--- config.mk ---
export PLATFORM = sky130hd
export DESIGN_NAME = id_ex_operand_stage_flat
export DESIGN_NICKNAME = d
export VERILOG_FILES = /design/src/rtl/id_ex_operand_stage_if.sv /design/src/rtl/id_ex_operand_stage.sv /design/src/flat_wrapper.sv
export SDC_FILE = /design/constraint.sdc
export NUM_CORES = 1
export LEC_CHECK = 0
export CAP_MARGIN = 20
export CORE_AREA = 5 5 166 168
export DETAILED_ROUTE_END_ITERATION = 12
export DIE_AREA = 0 0 171 173
export RECOVER_POWER = 100
export SETUP_SLACK_MARGIN = 0.2
export SYNTH_ARGS = -nofsm -noshare
export SYNTH_HDL_FRONTEND = slang
export SYNTH_SLANG_ARGS = --single-unit
--- constraint.sdc ---
create_clock -name clk -period 2.41 [get_ports clk]
set_input_delay 0.482 -clock clk [delete_from_list [all_inputs] [get_ports clk]]
set_output_delay 0.482 -clock clk [all_outputs]
set_load 0.05 [all_outputs]
--- src/rtl/id_ex_operand_stage_if.sv ---
// ID/EX operand-stage bus: ID-side inputs (operand selects, forwarding sources,
// decoded instruction) and the registered EX-side outputs.
interface id_ex_operand_stage_if #(
  parameter int XLEN   = 32,
  parameter int CTRL_W = 16,
  parameter int CNT_W  = 16
);
  logic [1:0]        MUX_PA_E;
  logic [1:0]        MUX_PB_E;
  logic              CUMUX_E;
  logic              flush;
  logic [4:0]        ID_RS1;
  logic [4:0]        ID_RS2;
  logic [XLEN-1:0]   RF_PA;
  logic [XLEN-1:0]   RF_PB;
  logic [XLEN-1:0]   ALU_OUT;
  logic [XLEN-1:0]   MEM_OUT;
  logic [XLEN-1:0]   PW;
  logic [XLEN-1:0]   ID_PC;
  logic [XLEN-1:0]   ID_IMM;
  logic [CTRL_W-1:0] ID_CTRL;
  logic [4:0]        ID_RD;
  logic              ID_RF_E;
  logic              ID_LOAD;

  logic [XLEN-1:0]   EX_PA;
  logic [XLEN-1:0]   EX_PB;
  logic [XLEN-1:0]   EX_PC;
  logic [XLEN-1:0]   EX_IMM;
  logic [CTRL_W-1:0] EX_CTRL;
  logic [4:0]        RD_EX;
  logic              EX_RF_E;
  logic              load_instr;
  logic [CNT_W-1:0]  bubble_count;

  modport master (
    output MUX_PA_E, MUX_PB_E, CUMUX_E, flush, ID_RS1, ID_RS2,
           RF_PA, RF_PB, ALU_OUT, MEM_OUT, PW, ID_PC, ID_IMM,
           ID_CTRL, ID_RD, ID_RF_E, ID_LOAD,
    input  EX_PA, EX_PB, EX_PC, EX_IMM, EX_CTRL, RD_EX, EX_RF_E,
           load_instr, bubble_count
  );

  modport slave (
    input  MUX_PA_E, MUX_PB_E, CUMUX_E, flush, ID_RS1, ID_RS2,
           RF_PA, RF_PB, ALU_OUT, MEM_OUT, PW, ID_PC, ID_IMM,
           ID_CTRL, ID_RD, ID_RF_E, ID_LOAD,
    output EX_PA, EX_PB, EX_PC, EX_IMM, EX_CTRL, RD_EX, EX_RF_E,
           load_instr, bubble_count
  );
endinterface

--- src/rtl/id_ex_operand_stage.sv ---
// ID/EX pipeline register: forwarding-mux operand select, bubble insertion on
// load-use stall or flush, and a saturating bubble counter.
module id_ex_operand_stage #(
  parameter int XLEN   = 32,
  parameter int CTRL_W = 16,
  parameter int CNT_W  = 16
) (
  input logic                  clk,
  input logic                  reset,
  id_ex_operand_stage_if.slave bus
);

  logic [XLEN-1:0] op_a;
  logic [XLEN-1:0] op_b;
  logic            bubble;

  // x0 must read as zero: the hazard unit may request forwarding for rs=0.
  always_comb begin
    op_a = '0;
    op_b = '0;
    case (bus.MUX_PA_E)
      2'b00:   op_a = bus.RF_PA;
      2'b01:   op_a = bus.ALU_OUT;
      2'b10:   op_a = bus.MEM_OUT;
      default: op_a = bus.PW;
    endcase
    case (bus.MUX_PB_E)
      2'b00:   op_b = bus.RF_PB;
      2'b01:   op_b = bus.ALU_OUT;
      2'b10:   op_b = bus.MEM_OUT;
      default: op_b = bus.PW;
    endcase
    if (bus.ID_RS1 == 5'd0) op_a = '0;
    if (bus.ID_RS2 == 5'd0) op_b = '0;
  end

  assign bubble = bus.flush | bus.CUMUX_E;

  // A bubble zeroes the whole stage; the stalled instruction is recaptured later.
  always_ff @(posedge clk) begin
    if (reset || bubble) begin
      bus.EX_PA      <= '0;
      bus.EX_PB      <= '0;
      bus.EX_PC      <= '0;
      bus.EX_IMM     <= '0;
      bus.EX_CTRL    <= '0;
      bus.RD_EX      <= '0;
      bus.EX_RF_E    <= 1'b0;
      bus.load_instr <= 1'b0;
    end else begin
      bus.EX_PA      <= op_a;
      bus.EX_PB      <= op_b;
      bus.EX_PC      <= bus.ID_PC;
      bus.EX_IMM     <= bus.ID_IMM;
      bus.EX_CTRL    <= bus.ID_CTRL;
      bus.RD_EX      <= bus.ID_RD;
      bus.EX_RF_E    <= bus.ID_RF_E & (bus.ID_RD != 5'd0);
      bus.load_instr <= bus.ID_LOAD;
    end
  end

  always_ff @(posedge clk) begin
    if (reset) begin
      bus.bubble_count <= '0;
    end else if (bubble && (bus.bubble_count != {CNT_W{1'b1}})) begin
      bus.bubble_count <= bus.bubble_count + 1'b1;
    end
  end

endmodule

--- src/flat_wrapper.sv ---
// flat-port wrapper written by rule: the top's interface ports become plain ports
module id_ex_operand_stage_flat 
#(
  parameter int XLEN   = 32,
  parameter int CTRL_W = 16,
  parameter int CNT_W  = 16
)
  (clk, reset, bus_MUX_PA_E, bus_MUX_PB_E, bus_CUMUX_E, bus_flush, bus_ID_RS1, bus_ID_RS2, bus_RF_PA, bus_RF_PB, bus_ALU_OUT, bus_MEM_OUT, bus_PW, bus_ID_PC, bus_ID_IMM, bus_ID_CTRL, bus_ID_RD, bus_ID_RF_E, bus_ID_LOAD, bus_EX_PA, bus_EX_PB, bus_EX_PC, bus_EX_IMM, bus_EX_CTRL, bus_RD_EX, bus_EX_RF_E, bus_load_instr, bus_bubble_count);
  id_ex_operand_stage_if #(.XLEN(XLEN), .CTRL_W(CTRL_W), .CNT_W(CNT_W)) bus_i ();
  input logic clk;
  input logic reset;
  input wire logic [$bits(bus_i.MUX_PA_E)-1:0] bus_MUX_PA_E;
  input wire logic [$bits(bus_i.MUX_PB_E)-1:0] bus_MUX_PB_E;
  input wire logic [$bits(bus_i.CUMUX_E)-1:0] bus_CUMUX_E;
  input wire logic [$bits(bus_i.flush)-1:0] bus_flush;
  input wire logic [$bits(bus_i.ID_RS1)-1:0] bus_ID_RS1;
  input wire logic [$bits(bus_i.ID_RS2)-1:0] bus_ID_RS2;
  input wire logic [$bits(bus_i.RF_PA)-1:0] bus_RF_PA;
  input wire logic [$bits(bus_i.RF_PB)-1:0] bus_RF_PB;
  input wire logic [$bits(bus_i.ALU_OUT)-1:0] bus_ALU_OUT;
  input wire logic [$bits(bus_i.MEM_OUT)-1:0] bus_MEM_OUT;
  input wire logic [$bits(bus_i.PW)-1:0] bus_PW;
  input wire logic [$bits(bus_i.ID_PC)-1:0] bus_ID_PC;
  input wire logic [$bits(bus_i.ID_IMM)-1:0] bus_ID_IMM;
  input wire logic [$bits(bus_i.ID_CTRL)-1:0] bus_ID_CTRL;
  input wire logic [$bits(bus_i.ID_RD)-1:0] bus_ID_RD;
  input wire logic [$bits(bus_i.ID_RF_E)-1:0] bus_ID_RF_E;
  input wire logic [$bits(bus_i.ID_LOAD)-1:0] bus_ID_LOAD;
  output wire logic [$bits(bus_i.EX_PA)-1:0] bus_EX_PA;
  output wire logic [$bits(bus_i.EX_PB)-1:0] bus_EX_PB;
  output wire logic [$bits(bus_i.EX_PC)-1:0] bus_EX_PC;
  output wire logic [$bits(bus_i.EX_IMM)-1:0] bus_EX_IMM;
  output wire logic [$bits(bus_i.EX_CTRL)-1:0] bus_EX_CTRL;
  output wire logic [$bits(bus_i.RD_EX)-1:0] bus_RD_EX;
  output wire logic [$bits(bus_i.EX_RF_E)-1:0] bus_EX_RF_E;
  output wire logic [$bits(bus_i.load_instr)-1:0] bus_load_instr;
  output wire logic [$bits(bus_i.bubble_count)-1:0] bus_bubble_count;
  assign bus_i.MUX_PA_E = bus_MUX_PA_E;
  assign bus_i.MUX_PB_E = bus_MUX_PB_E;
  assign bus_i.CUMUX_E = bus_CUMUX_E;
  assign bus_i.flush = bus_flush;
  assign bus_i.ID_RS1 = bus_ID_RS1;
  assign bus_i.ID_RS2 = bus_ID_RS2;
  assign bus_i.RF_PA = bus_RF_PA;
  assign bus_i.RF_PB = bus_RF_PB;
  assign bus_i.ALU_OUT = bus_ALU_OUT;
  assign bus_i.MEM_OUT = bus_MEM_OUT;
  assign bus_i.PW = bus_PW;
  assign bus_i.ID_PC = bus_ID_PC;
  assign bus_i.ID_IMM = bus_ID_IMM;
  assign bus_i.ID_CTRL = bus_ID_CTRL;
  assign bus_i.ID_RD = bus_ID_RD;
  assign bus_i.ID_RF_E = bus_ID_RF_E;
  assign bus_i.ID_LOAD = bus_ID_LOAD;
  assign bus_EX_PA = bus_i.EX_PA;
  assign bus_EX_PB = bus_i.EX_PB;
  assign bus_EX_PC = bus_i.EX_PC;
  assign bus_EX_IMM = bus_i.EX_IMM;
  assign bus_EX_CTRL = bus_i.EX_CTRL;
  assign bus_RD_EX = bus_i.RD_EX;
  assign bus_EX_RF_E = bus_i.EX_RF_E;
  assign bus_load_instr = bus_i.load_instr;
  assign bus_bubble_count = bus_i.bubble_count;
  id_ex_operand_stage #(.XLEN(XLEN), .CTRL_W(CTRL_W), .CNT_W(CNT_W)) u_core (.clk(clk), .reset(reset), .bus(bus_i));
endmodule
==> results.txt <==
----------------------------------------------------
[Layout]
  P&R area growth vs syn ... 82.2%
  Fraction of layout cells with a size suffix above 1 ... between 10% and 20%
  Final layout net count ... 1200
  Area of all placed cells without fillers ... between 10000 and 15000 sq um

[Worst setup path]
  Critical path endpoint category ... output port
  Number of cells traversed by the worst register-to-register path ... 6
  Startpoint type of the worst setup path ... flip-flop
  Worst Path Buf+Inv ... 1
  Crit path max-delay cell type ... sky130_fd_sc_hd__dlygate4sd3_1
  Largest incremental delay on the critical path ... 910 ps
  Logic depth of the worst path, buffers included ... 1
  Crit-path cells ... dlygate4sd3_1
  Max Fanout on Critical Path ... 5
  Worst path arrival time ... roughly 1800 ps
  Worst-case register-to-register setup slack ... about 430 ps
  Critical path class ... flip-flop to output port
  Critical Path End ... bus_bubble_count[0]
  Startpoint of the worst setup timing path ... u_core.bus.bubble_count[0]$_SDFFE_PP0P_
  Endpoint of the worst-slack reg-to-reg timing path ... u_core.bus.bubble_count[14]$_SDFFE_PP0P_
  Family with the most delay on the worst path ... buffers and inverters
  RR Startpoint ... u_core.bus.bubble_count[0]$_SDFFE_PP0P_
  Worst path required time ... between 1500 and 2000 ps

[Clocking]
  Cell chosen for the clock root ... sky130_fd_sc_hd__clkbuf_16
  CTS tree ... built
  Total CTS buffers ... 17
  Worst skew pair latency ... between 400 and 500 ps
  Maximum buffer depth of the clock tree ... 2
  Sinks on the clock net ... 167
  Clock transition time at the flip-flop clock pins of the worst setup and hold paths ... ~70 ps
  Level count of the clock H-tree ... 4
  Count of buffers added by post-CTS timing repair for setup ... 0

[Drt]
  Routed vias/inst ... around 4.3
  Number of detailed-routing iterations run before antenna repair ... 4
  Sum of routed wire length over all layers ... between 20 and 25 mm
  Via count ... around 5500
  # DRC ... 0
  WL/cell ... around 19 um
  Post-route ant nets ... 0
  DRT iter0 DRCs ... 213

[Pwr]
  Sequential Power Share ... 41.9%
  Relative contribution of the clock network to total power ... approximately two fifths
  Ratio of total power to cell area ... a little under 600 nW/um^2
  Worst vdd rail ir drop ... 321 uV
  Part of the power in combinational logic ... between 10% and 20%
  Switching power summed over all nets ... 1.88 mW
  Static leakage ... 4.73 nW
  Switch share ... 27.6%
  Internal power summed over all cells ... between 4 and 5 mW

[Global route]
  Antenna violations before repair ... 3
  Global-route congestion overflow total ... 0
  First-pass GRT wire length ... 36.0 mm
  Vias in the first global route ... around 6000
  Overall track demand over capacity in global routing ... approximately 16%
  Maximum number of pins on one net before global-route repair ... 59

[Hold path]
  Tightest Hold Check Type ... flip-flop to flip-flop

[Timing]
  Hold Vio Cnt, Final ... 0
  Setup-violating endpoint count in the final report ... 0
  Max-slew headroom ... a little under half
  Achievable Freq ... approximately 450 MHz
  Setup TNS Final ... 0 ps
  Min Clock Period, post-route ... between 2000 and 2500 ps
  Part of the cycle the worst path needs ... between 90 and 100%
  Worst Tran Pin Value ... between 700 and 800 ps
  Final-report max-slew violation count ... 0
  Unrepaired setup endpoints after global routing ... no
  Maximum clock skew at final layout ... roughly 12 ps

[Yosys]
  Count leader, synth ... sky130_fd_sc_hd__dfxtp_1
  Post-synthesis cell count ... about 500
  Distinct cell type count of the synthesized netlist ... 36
  Mean post-synth cell area ... 12.8 sq um
  Most numerous cell types in the synthesized netlist ... sky130_fd_sc_hd__dfxtp_1, sky130_fd_sc_hd__and2_1, sky130_fd_sc_hd__nor2b_1
  Portion of synthesized cell area occupied by the leading cell type ... 52.1%
  Leading cell types by total area after synthesis ... sky130_fd_sc_hd__dfxtp_1, sky130_fd_sc_hd__mux4_2, sky130_fd_sc_hd__and2_1
  #FFs+latches synth ... 167
  Cell area after synthesis ... 6420 sq um
  Seq/Total Area, Yosys ... approximately 52%
  Number of nets in the synthesized netlist ... 769
  Count of flip-flops with a built-in enable after synthesis ... 0
  Warnings from Yosys ... 0
  Share of synthesized flip-flops with an asynchronous set or reset ... 0%
  Largest area contributor in the synthesized netlist ... sky130_fd_sc_hd__dfxtp_1
  Predominant post-synthesis flop cell ... sky130_fd_sc_hd__dfxtp_1

[Place]
  Final estimated routing congestion in global placement ... between 0.8 and 0.9
  Cell area after placement ... between 10000 and 15000 sq um
  HPWL after detailed placement ... roughly 20 mm
  Count of buffers from port buffering ... 431

[Floorplan]
  Top-level port count ... roughly 430
  Die area ... between 20000 and 30000 sq um
  Core Box Area ... about 26000 sq um
  Std cell rows ... 59
  Die width ... 171 um
  Die H ... 173 um
  Initial Util ... roughly 25%

[Job]
  Reported max-cap violation count ... 0

[Outcome]
  Status ... complete, no violations

----------------------------------------------------
## per-layer routing
layer	vias to the layer above	GRT usage, %	part of all wire, %
li1	2652	-	-
met1	2572	16.9	36
met2	274	29.3	52
met3	26	6.78	10
met4	2	4.16	1.6
met5	-	0	0.045
## worst min path at each step
| stage | slack (ps) | cells past startpoint | start | to |
|---|---|---|---|---|
| after floorplan | 580 | 2 | u_core.bus.bubble_count[1]$_SDFFE_PP0P_ | u_core.bus.bubble_count[1]$_SDFFE_PP0P_ |
| after global placement | 480 | 2 | u_core.bus.bubble_count[1]$_SDFFE_PP0P_ | u_core.bus.bubble_count[1]$_SDFFE_PP0P_ |
| after detailed placement | 490 | 2 | u_core.bus.bubble_count[1]$_SDFFE_PP0P_ | u_core.bus.bubble_count[1]$_SDFFE_PP0P_ |
| after CTS | 510 | 2 | u_core.bus.bubble_count[1]$_SDFFE_PP0P_ | u_core.bus.bubble_count[1]$_SDFFE_PP0P_ |
| after global routing | 560 | 2 | u_core.bus.bubble_count[1]$_SDFFE_PP0P_ | u_core.bus.bubble_count[1]$_SDFFE_PP0P_ |
| final | 500 | 2 | u_core.bus.bubble_count[1]$_SDFFE_PP0P_ | u_core.bus.bubble_count[1]$_SDFFE_PP0P_ |
## power by group through the flow
stage	clock (mW)	combinational [mW]	sequential, mW
floorplan	0	0.330	3.21
global placement	0	1.30	2.93
detailed placement	0	1.30	2.93
CTS	2.82	1.30	2.86
global route	2.91	1.32	2.87
finish	2.71	1.25	2.86
## state kept, by name (all words and copies together), names as in the netlist
| register | count |
|---|---|
| u_core.bus.EX_CTRL | 16 |
| u_core.bus.EX_IMM | 32 |
| u_core.bus.EX_PA | 32 |
| u_core.bus.EX_PB | 32 |
| u_core.bus.EX_PC | 32 |
| u_core.bus.EX_RF_E | 1 |
| u_core.bus.RD_EX | 5 |
| u_core.bus.bubble_count | 16 |
| u_core.bus.load_instr | 1 |
## timing repair
action                     in CTS  in global routing
setup endpoints to repair       4                  8
resized for setup               4                  8
hold buffers                    0                  0
pin swaps                       0                  0
## cells by family after synthesis
group / Yosys count / share of synthesized area (%)
AO/OA/AOI/OAI: 28 / 3.00
adder cells (fa/ha/maj): 1 / 0.195
buffers and inverters: 38 / 2.38
flip-flops: 167 / 52.1
multiplexers: 70 / 23.5
AND/OR/NAND/NOR: 199 / 18.9
## layout by cell type (no fill, tap or decap), types with 7 or more instances in the layout
| cell type | count |
|---|---|
| sky130_fd_sc_hd__clkdlybuf4s50_1 | 260 |
| sky130_fd_sc_hd__dfxtp_1 | 166 |
| sky130_fd_sc_hd__dlygate4sd3_1 | 154 |
| sky130_fd_sc_hd__and2_1 | 69 |
| sky130_fd_sc_hd__nor2b_1 | 68 |
| sky130_fd_sc_hd__mux4_2 | 64 |
| sky130_fd_sc_hd__and2_0 | 17 |
| sky130_fd_sc_hd__clkbuf_16 | 17 |
| sky130_fd_sc_hd__clkbuf_1 | 12 |
| sky130_fd_sc_hd__nor2_1 | 11 |
| sky130_fd_sc_hd__nand2_1 | 7 |
| sky130_fd_sc_hd__a21oi_1 | 7 |
| sky130_fd_sc_hd__buf_4 | 7 |
## area by class of cell
type	count	area (sq um)
fillers	2441	14100
inverters	4	15.0
clock buffers	17	425
clock inverters	15	164
diodes	1	2.50
well taps	335	419
flip-flops and latches	167	3340
multi-input cells	298	2930
repair buffers	446	4400
## per-stage QoR
stage	util (%)	power (mW)	cells	setup WS [ps]	hold slack [ps]
floorplan	-	3.54	503	297	581
global placement	43.5	4.23	1250	78.4	483
detailed placement	43.5	4.23	1250	28.6	493
CTS	45.7	6.99	1282	207	510
global route	45.4	7.10	1283	112	556
finish	45.4	6.82	1283	165	502
Power figures use the tool's default switching activity.
